### config.mk
export PLATFORM = sky130hd
export DESIGN_NAME = pattern_gen
export DESIGN_NICKNAME = d
export VERILOG_FILES = /design/src/rtl/pattern_gen.sv
export SDC_FILE = /design/constraint.sdc
export NUM_CORES = 1
export LEC_CHECK = 0
export CAP_MARGIN = 15
export CELL_PAD_IN_SITES_DETAIL_PLACEMENT = 1
export CELL_PAD_IN_SITES_GLOBAL_PLACEMENT = 1
export CORE_MARGIN = 1.5
export CORE_UTILIZATION = 34
export DETAILED_ROUTE_END_ITERATION = 6
export GPL_TIMING_DRIVEN = 0
export HOLD_SLACK_MARGIN = 0.02
export PLACE_DENSITY_LB_ADDON = 0.1
export SKIP_LAST_GASP = 1
export SLEW_MARGIN = 20
export SYNTH_ARGS = -nofsm -noshare
export SYNTH_HDL_FRONTEND = slang
export SYNTH_SLANG_ARGS = --single-unit
### constraint.sdc
create_clock -name in_clk -period 1.27 [get_ports in_clk]
set_input_delay 0.254 -clock in_clk [delete_from_list [all_inputs] [get_ports in_clk]]
set_output_delay 0.254 -clock in_clk [all_outputs]
set_load 0.01 [all_outputs]
### src/rtl/pattern_gen.sv
// rtl/pattern_gen.sv - burst pattern generator feeding a downstream memory stage
//
// Purpose: on in_start (sampled in IDLE only) latch a pattern mode and word
// count, then emit one word per WRITE/WAIT_ACK handshake: out_wrt_en strobes
// for one cycle with out_data held until the memory stage returns in_wrt_rd.
// A one-cycle out_done pulse marks the end of every burst.
//
// Optional feature: define PATTERN_GEN_TIMEOUT_EN to abort a burst when the
// acknowledge does not arrive within TIMEOUT_CYC cycles (sets out_timeout).
//
// Ports:
//   in_clk       clock, rising edge
//   in_rst       synchronous active-high reset
//   in_start     begin a burst (ignored while busy)
//   in_mode      pattern select: 0 counter, 1 walking one, 2 LFSR, 3 alternating
//   in_count     words in the burst; 0 finishes without writing
//   in_wrt_rd    write acknowledge from the memory stage
//   out_data     current pattern word (registered)
//   out_wrt_en   one-cycle write strobe
//   out_busy     high whenever the FSM is not in IDLE
//   out_done     one-cycle end-of-burst pulse
//   out_timeout  sticky acknowledge-timeout flag (0 unless the timeout is built)

module pattern_gen #(
    parameter int DATA_W      = 6,
    parameter int TIMEOUT_CYC = 15
) (
    input  logic              in_clk,
    input  logic              in_rst,
    input  logic              in_start,
    input  logic [1:0]        in_mode,
    input  logic [7:0]        in_count,
    input  logic              in_wrt_rd,
    output logic [DATA_W-1:0] out_data,
    output logic              out_wrt_en,
    output logic              out_busy,
    output logic              out_done,
    output logic              out_timeout
);

    typedef enum logic [1:0] {
        IDLE,
        WRITE,
        WAIT_ACK,
        DONE
    } state_t;

    state_t     state;
    logic [1:0] mode_q;
    logic [7:0] rem_cnt;

    // First word of each pattern.
    function automatic logic [DATA_W-1:0] seed_of(input logic [1:0] m);
        logic [DATA_W-1:0] s;
        s = '0;
        case (m)
            2'd0:       s = '0;
            2'd1, 2'd2: s[0] = 1'b1;
            default: begin
                // 1010...10: odd bit positions set
                for (int i = 1; i < DATA_W; i += 2) s[i] = 1'b1;
            end
        endcase
        return s;
    endfunction

    // Word that follows d in pattern m.
    function automatic logic [DATA_W-1:0] next_of(input logic [1:0] m,
                                                  input logic [DATA_W-1:0] d);
        logic [DATA_W-1:0] n;
        case (m)
            2'd0:    n = d + DATA_W'(1);
            2'd1:    n = {d[DATA_W-2:0], d[DATA_W-1]};
            2'd2:    n = {d[DATA_W-2:0], d[DATA_W-1] ^ d[DATA_W-2]};
            default: n = ~d;
        endcase
        return n;
    endfunction

`ifdef PATTERN_GEN_TIMEOUT_EN
    localparam int TMO_W = $clog2(TIMEOUT_CYC + 1);

    logic [TMO_W-1:0] tmo_cnt;
    logic             timeout_q;

    assign out_timeout = timeout_q;
`else
    // Without the timeout WAIT_ACK waits forever; TIMEOUT_CYC has no effect
    // and the flag is a constant low.
    assign out_timeout = (TIMEOUT_CYC < 0);
`endif

    always_ff @(posedge in_clk) begin
        if (in_rst) begin
            state      <= IDLE;
            mode_q     <= 2'd0;
            rem_cnt    <= 8'd0;
            out_data   <= '0;
            out_wrt_en <= 1'b0;
            out_busy   <= 1'b0;
            out_done   <= 1'b0;
`ifdef PATTERN_GEN_TIMEOUT_EN
            tmo_cnt    <= '0;
            timeout_q  <= 1'b0;
`endif
        end else begin
            // Strobe and done are single-cycle unless re-armed below.
            out_wrt_en <= 1'b0;
            out_done   <= 1'b0;

            case (state)
                IDLE: begin
                    if (in_start) begin
                        mode_q   <= in_mode;
                        rem_cnt  <= in_count;
                        out_data <= seed_of(in_mode);
                        out_busy <= 1'b1;
`ifdef PATTERN_GEN_TIMEOUT_EN
                        timeout_q <= 1'b0;
`endif
                        // An empty burst goes straight to DONE, so rem_cnt
                        // is never decremented from zero.
                        if (in_count == 8'd0) begin
                            state <= DONE;
                        end else begin
                            state      <= WRITE;
                            out_wrt_en <= 1'b1;
                        end
                    end
                end

                WRITE: begin
                    state <= WAIT_ACK;
`ifdef PATTERN_GEN_TIMEOUT_EN
                    tmo_cnt <= '0;
`endif
                end

                WAIT_ACK: begin
                    if (in_wrt_rd) begin
                        out_data <= next_of(mode_q, out_data);
                        rem_cnt  <= rem_cnt - 8'd1;
                        if (rem_cnt == 8'd1) begin
                            state <= DONE;
                        end else begin
                            state      <= WRITE;
                            out_wrt_en <= 1'b1;
                        end
                    end
`ifdef PATTERN_GEN_TIMEOUT_EN
                    // Counter holds 0..TIMEOUT_CYC-1 over the WAIT_ACK cycles;
                    // the last of those without an ack abandons the burst.
                    else if (tmo_cnt == TMO_W'(TIMEOUT_CYC - 1)) begin
                        timeout_q <= 1'b1;
                        state     <= DONE;
                    end else begin
                        tmo_cnt <= tmo_cnt + TMO_W'(1);
                    end
`endif
                end

                DONE: begin
                    out_done <= 1'b1;
                    out_busy <= 1'b0;
                    state    <= IDLE;
                end

                default: state <= IDLE;
            endcase
        end
    end

endmodule

# ---- Yosys cells after proc, flatten, opt, wreduce, memory -nomap -nowiden
# Index checks and enable logic that the tools add are counted.
dict set report op_classes {
  n_mux 22
  shifts 0
  reduce_logical 12
  bitwise 2
  n_lt_le_gt_ge 0
  addsub 2
  mul 0
  div 0
  eq_ne 10
}
# operator n
set op_table {}
lappend op_table {{case mux 6 bit (3 select lines)} 1}
lappend op_table {{2-to-1 mux 8 bit} 2}
lappend op_table {{case mux 8 bit (2 select lines)} 1}
lappend op_table {{2-to-1 mux 6 bit} 2}
lappend op_table {{case mux 6 bit (2 select lines)} 1}
lappend op_table {{== test 2 bit, second input constant} 4}
lappend op_table {{== test 8 x 1 -> 1 bit, second input constant} 1}
lappend op_table {{logical NOT 8 bit} 1}
lappend op_table {{2-to-1 mux 1 bit} 8}
lappend op_table {{2-to-1 mux 2 bit} 4}
lappend op_table {{case mux 2 bit (4 select lines)} 1}
lappend op_table {{subtractor 8 x 1 -> 8 bit, second input constant} 1}
lappend op_table {{adder 6 x 1 -> 6 bit, second input constant} 1}
lappend op_table {{== test 2 x 1 -> 1 bit, second input constant} 3}
lappend op_table {{logical NOT 2 bit} 3}
lappend op_table {{NOT 6 bit} 1}
lappend op_table {{AND reduction 2 bit} 3}
lappend op_table {{inequality test 2 bit, second input constant} 2}
lappend op_table {{case mux 1 bit (2 select lines)} 2}
lappend op_table {{nonzero test 2 bit} 2}
lappend op_table {{AND reduction 3 bit} 1}
lappend op_table {{OR reduction 3 bit} 1}
lappend op_table {{OR reduction 2 bit} 1}
lappend op_table {{bitwise XOR 1 bit} 1}
dict set report totals {
  ff_bits 21
  output_inout_bits 10
  mem_count 0
  elab_cells 55
  ramBits 0
  latchBits 0
  inputBits 14
  mem_bits_ro 0
}

# ---- Logic depth before layout (Yosys ltp)
dict set report depth {
  depth_word 5
  mapped_depth 6
  ltp_nobuf 6
}

# ---- Worst setup path after synthesis
# OpenSTA, ideal clock, no wires.
dict set report synth_path {
  path_type {register -> register}
  startpoint {register out_data[4]}
  endpoint {register out_data[0]}
  path_stages_with_launch 6
  synth_period_minus_slack_ns 1.372
  arrival_ns 1.305
  n_path_buf 1
  path_slack_ns -0.102
  t_required_ns 1.203
  setup_time_ns 0.067
  path_cell_list {dfxtp_1 -> buf_4 -> xnor2_1 -> a211o_1 -> a311o_1 -> a21oi_2}
}
dict set report synth_via {
  elab_chain_cells 4
}
# item line_no
set synth_lines {}
lappend synth_lines {{start: declaration} 34} ;# output logic [DATA_W-1:0] out_data,
lappend synth_lines {{start signal: assignment} 116} ;# out_data <= seed_of(in_mode);
lappend synth_lines {{start signal: assignment} 141} ;# out_data <= next_of(mode_q, out_data);
lappend synth_lines {{bitwise XOR 1 bit} 74} ;# 2'd2: n = {d[DATA_W-2:0], d[DATA_W-1] ^ d[DATA_W-2]};
lappend synth_lines {{case mux 6 bit (3 select lines)} 71} ;# case (m)
lappend synth_lines {{2-to-1 mux 6 bit} 140} ;# if (in_wrt_rd) begin
lappend synth_lines {{case mux 6 bit (2 select lines)} 111} ;# case (state)
# No other way between the ends. The select of a mux whose other input is x is not followed.
# A chain may end at the register's enable or synchronous reset.

# ---- Worst setup path after layout
dict set report layout_path {
  startpoint {register state[1]}
  endpoint {register out_data[2]}
}
dict set report layout_via {
  elab_chain_cells 3
  elab_cells_between_ends 7
  cone_classes {eq/ne: 3; mux: 1; reduce/logical: 3}
}
# item line_no
set layout_lines {}
lappend layout_lines {{start: declaration} 48} ;# state_t state;
lappend layout_lines {{start signal: assignment} 95} ;# state <= IDLE;
lappend layout_lines {{start signal: assignment} 124} ;# state <= DONE;
lappend layout_lines {{start signal: assignment} 126} ;# state <= WRITE;
lappend layout_lines {{== test 2 bit or logical NOT 2 bit (tied branches)} 111}
lappend layout_lines {{inequality test 2 bit (no line) or nonzero test 2 bit (tied branches)} n/a}
lappend layout_lines {{AND reduction 3 bit (no line)} n/a}
# Parallel ways exist; a longest one is shown, timed or not.

==> flow_metrics.tcl <==
set metrics [dict create \
    row_count 22 \
    drcViolationCount 0 \
    start_util_pct 36.3 \
    grt_pass1_vias 1613 \
    io_pins 24 \
    antenna_found_initial 0 \
    layout-drive-gt1-share_pct 33.6 \
    syn-cell-area_um2 1370 \
    synthesis.nets 193 \
    area_growth_pct 49.8 \
    cts_tree "done" \
    setup-tns-final_ps -2280 \
    synth-simple-area-share_pct 27.6 \
    synth-xor-area-share_pct 1.28 \
    p_comb_share_pct 34.1 \
    nNetsFinal 233 \
    maxSlewHeadroom_pct 53.2 \
    intPower_mw 1.27 \
    ff2ff_setup_slack_ps -200 \
    setup_viol 18 \
    min_period_over_period_pct 116 \
    max_slew.worst_pin.slew_ps 702 \
    r2r_cells 5 \
    io_buffers 22 \
    n_antenna_cell 0 \
    ys_seq_area_share_pct 30.7 \
    power_switching_mw 0.628 \
    synth_area_per_cell_um2 7.82 \
    synthTopCellsByArea "dfxtp_1 (31%), a21oi_1 (5.5%), nor2_1 (4.7%)" \
    cp_cell_sequence "mux2i_4 > or2_4 > buf_12 > buf_8 > a32o_1" \
    most-common-layout-cells "nor2_1 (14), a21oi_1 (13), dlygate4sd2_1 (13), nand2_1 (11), dfxtp_1 (11)" \
    worst_hold_startpoint "in_rst" \
    maxCapViolCount 0 \
    cp_slowest_cell "dfxtp_4" \
    drtIter0Drc 73 \
    p_seq_share_pct 41.3 \
    dp_hpwl_mm 3.03 \
    hold_buffers 0 \
    grt_pass1_wl_mm 7.90 \
    synth_warnings 0 \
    worstSetupStartpointType "flop" \
    routed_via_density 5.66 \
    min_to "rem_cnt[0]" \
    synth_compound_area_share_pct 26.2 \
    core-area_um2 3770 \
    cts_made_buffers 3 \
    fin_cells 262 \
    worst-path-buf-inv 2 \
    cts.clk_slew.worst_paths_ps 80 \
    drt_wl_total_mm 4.92 \
    ys_async_sr_fraction_pct 0 \
    rsz0062_at_grt "yes" \
    p_sw_share_pct 33.1 \
    h-tree-depth 1 \
    clock-root-buffer "clkbuf_8" \
    die_area_um2 4420 \
    cts_buffer_depth 2 \
    status "finished, violations left" \
    leakage_nw 0.844 \
    synth_edf_count 0 \
    synth_top_area_share_pct 30.7 \
    ant_nets 0 \
    yosysTopAreaCell "dfxtp_1" \
    crit_family "flip-flops" \
    place_congestion 0.754 \
    critPathMaxFanout 5 \
    r2r_end "out_data[2]" \
    fin_crit_ps 1470 \
    insertion_delay_ps 270 \
    skew_ps 2.14 \
    synth_top_family_by_area "simple AND/OR/NAND/NOR gates" \
    critPathRequiredTime_ps 1440 \
    pwr-share-clk_pct 24.6 \
    path_class "reg -> reg" \
    mostFrequentLayoutCell "nor2_1" \
    arrival_ps 1640 \
    finalHoldViolCount 0 \
    wire_per_inst_um 18.8 \
    cts.sinks 21 \
    hold_path_class "in -> reg" \
    violations "negative setup slack" \
    slew_viol_final 0 \
    r2r-start "state[1]" \
    fin_ws_ps -197 \
    grt_start_max_net_pins 12 \
    firstDrtPassIters 4 \
    muxShareOfSynthArea_pct 3.11 \
    end_kind "flop" \
    synthCells 175 \
    grt_usage_pct 24.0 \
    die_h_um 66.5 \
    synthAdderAreaFrac_pct 3.66 \
    power.density_nw_per_um2 924 \
    synth_flop_cell "dfxtp_1" \
    hold_depth 2 \
    place_inst 245 \
    die_w_um 66.5 \
    max_freq_mhz 681 \
    vias 1483 \
    ys_ff_latch 21 \
    max_stage_delay_ps 360 \
    peakVddDrop_mv 0.757 \
    grt_overflow 0 \
    power_mw 1.89 \
    synth.distinct_cells 50 \
]
==> flip-flops by register name, indices dropped and copies added (netlist names) <==
name and count:
mode_q 2, out_data 6, out_busy 1, rem_cnt 8, out_wrt_en 1, state 2
out_done 1
==> layer usage <==
metal	global-route usage (%)	part of all wire, %
met1	28.5	44
met3	3.55	3.0
met2	42.3	51
met5	0	0
met4	10.7	2.1
==> power groups by stage <==
stage / clock [mW] / combinational (mW) / sequential, mW
2_1_floorplan: 0 / 0.314 / 0.779
3_3_place_gp: 0 / 0.471 / 0.781
3_5_place_dp: 0 / 0.485 / 0.784
4_1_cts: 0.462 / 0.607 / 0.777
5_1_grt: 0.507 / 0.696 / 0.791
6_report: 0.466 / 0.646 / 0.783
==> worst max path at each step <==
stage,from,end,depth (start not counted)
6_report,state[1],out_data[2],5
3_3_place_gp,in_start,rem_cnt[7],5
3_5_place_dp,in_start,rem_cnt[7],5
4_1_cts,state[1],out_data[2],5
5_1_grt,state[1],rem_cnt[2],5
2_1_floorplan,state[1],out_data[5],5
==> worst register-to-register path: cells and delay by family (launching register included) <==
kind	cells	cell delay, ps
buffers and inverters	2	270
multiplexers	1	200
AND/OR/NAND/NOR	1	300
flip-flops	1	360
AO/OA/AOI/OAI	1	240
==> timing repair <==
action / in CTS / in global routing
resized for setup: 53 / 10
endpoints found under the hold margin: 0 / 0
pin swaps: 11 / 7
cloned: 3 / 0
endpoints found under the setup margin: 28 / 18
buffers inserted: 7 / 5
==> synthesized netlist by cell type, types with 2 or more instances <==
cell	number
a211o_1	3
a211oi_1	4
a21o_1	2
a21oi_1	15
a221o_1	2
a32o_1	3
and3_1	4
buf_2	9
buf_4	2
dfxtp_1	21
ha_1	4
inv_1	5
mux2i_1	2
nand2_1	12
nand2b_1	4
nand3_1	4
nand3b_1	2
nand4b_1	2
nor2_1	17
nor2b_1	6
nor3_1	8
nor4_1	2
o211ai_1	3
o21ai_0	6
o21ai_1	7
or3_1	2
==> layout make-up <==
type / count / area (µm²)
Multi-Input combinational cell: 135 / 997
Tap cell: 48 / 60.1
Buffer: 11 / 116
Sequential cell: 21 / 440
Clock buffer: 4 / 45.0
Fill cell: 436 / 1720
Inverter: 6 / 25.0
Timing Repair Buffer: 37 / 367
==> cell families after synthesis <==
group,after synthesis
AND/OR/NAND/NOR,70
AO/OA/AOI/OAI,54
flip-flops,21
buffers and inverters,19
adder cells (fa/ha/maj),4
multiplexers,4
XOR/XNOR,2
other,1
==> per-stage QoR <==
step	utilization [%]	cell area (µm²)	setup WS (ps)	hold WS, ps
2_1_floorplan	-	1430	-9.88	325
3_3_place_gp	45.4	1710	-593	494
3_5_place_dp	45.4	1710	-656	513
4_1_cts	52.8	1990	-189	472
5_1_grt	54.4	2050	-252	488
6_report	54.4	2050	-197	484
(Power assumes the default switching activity.)
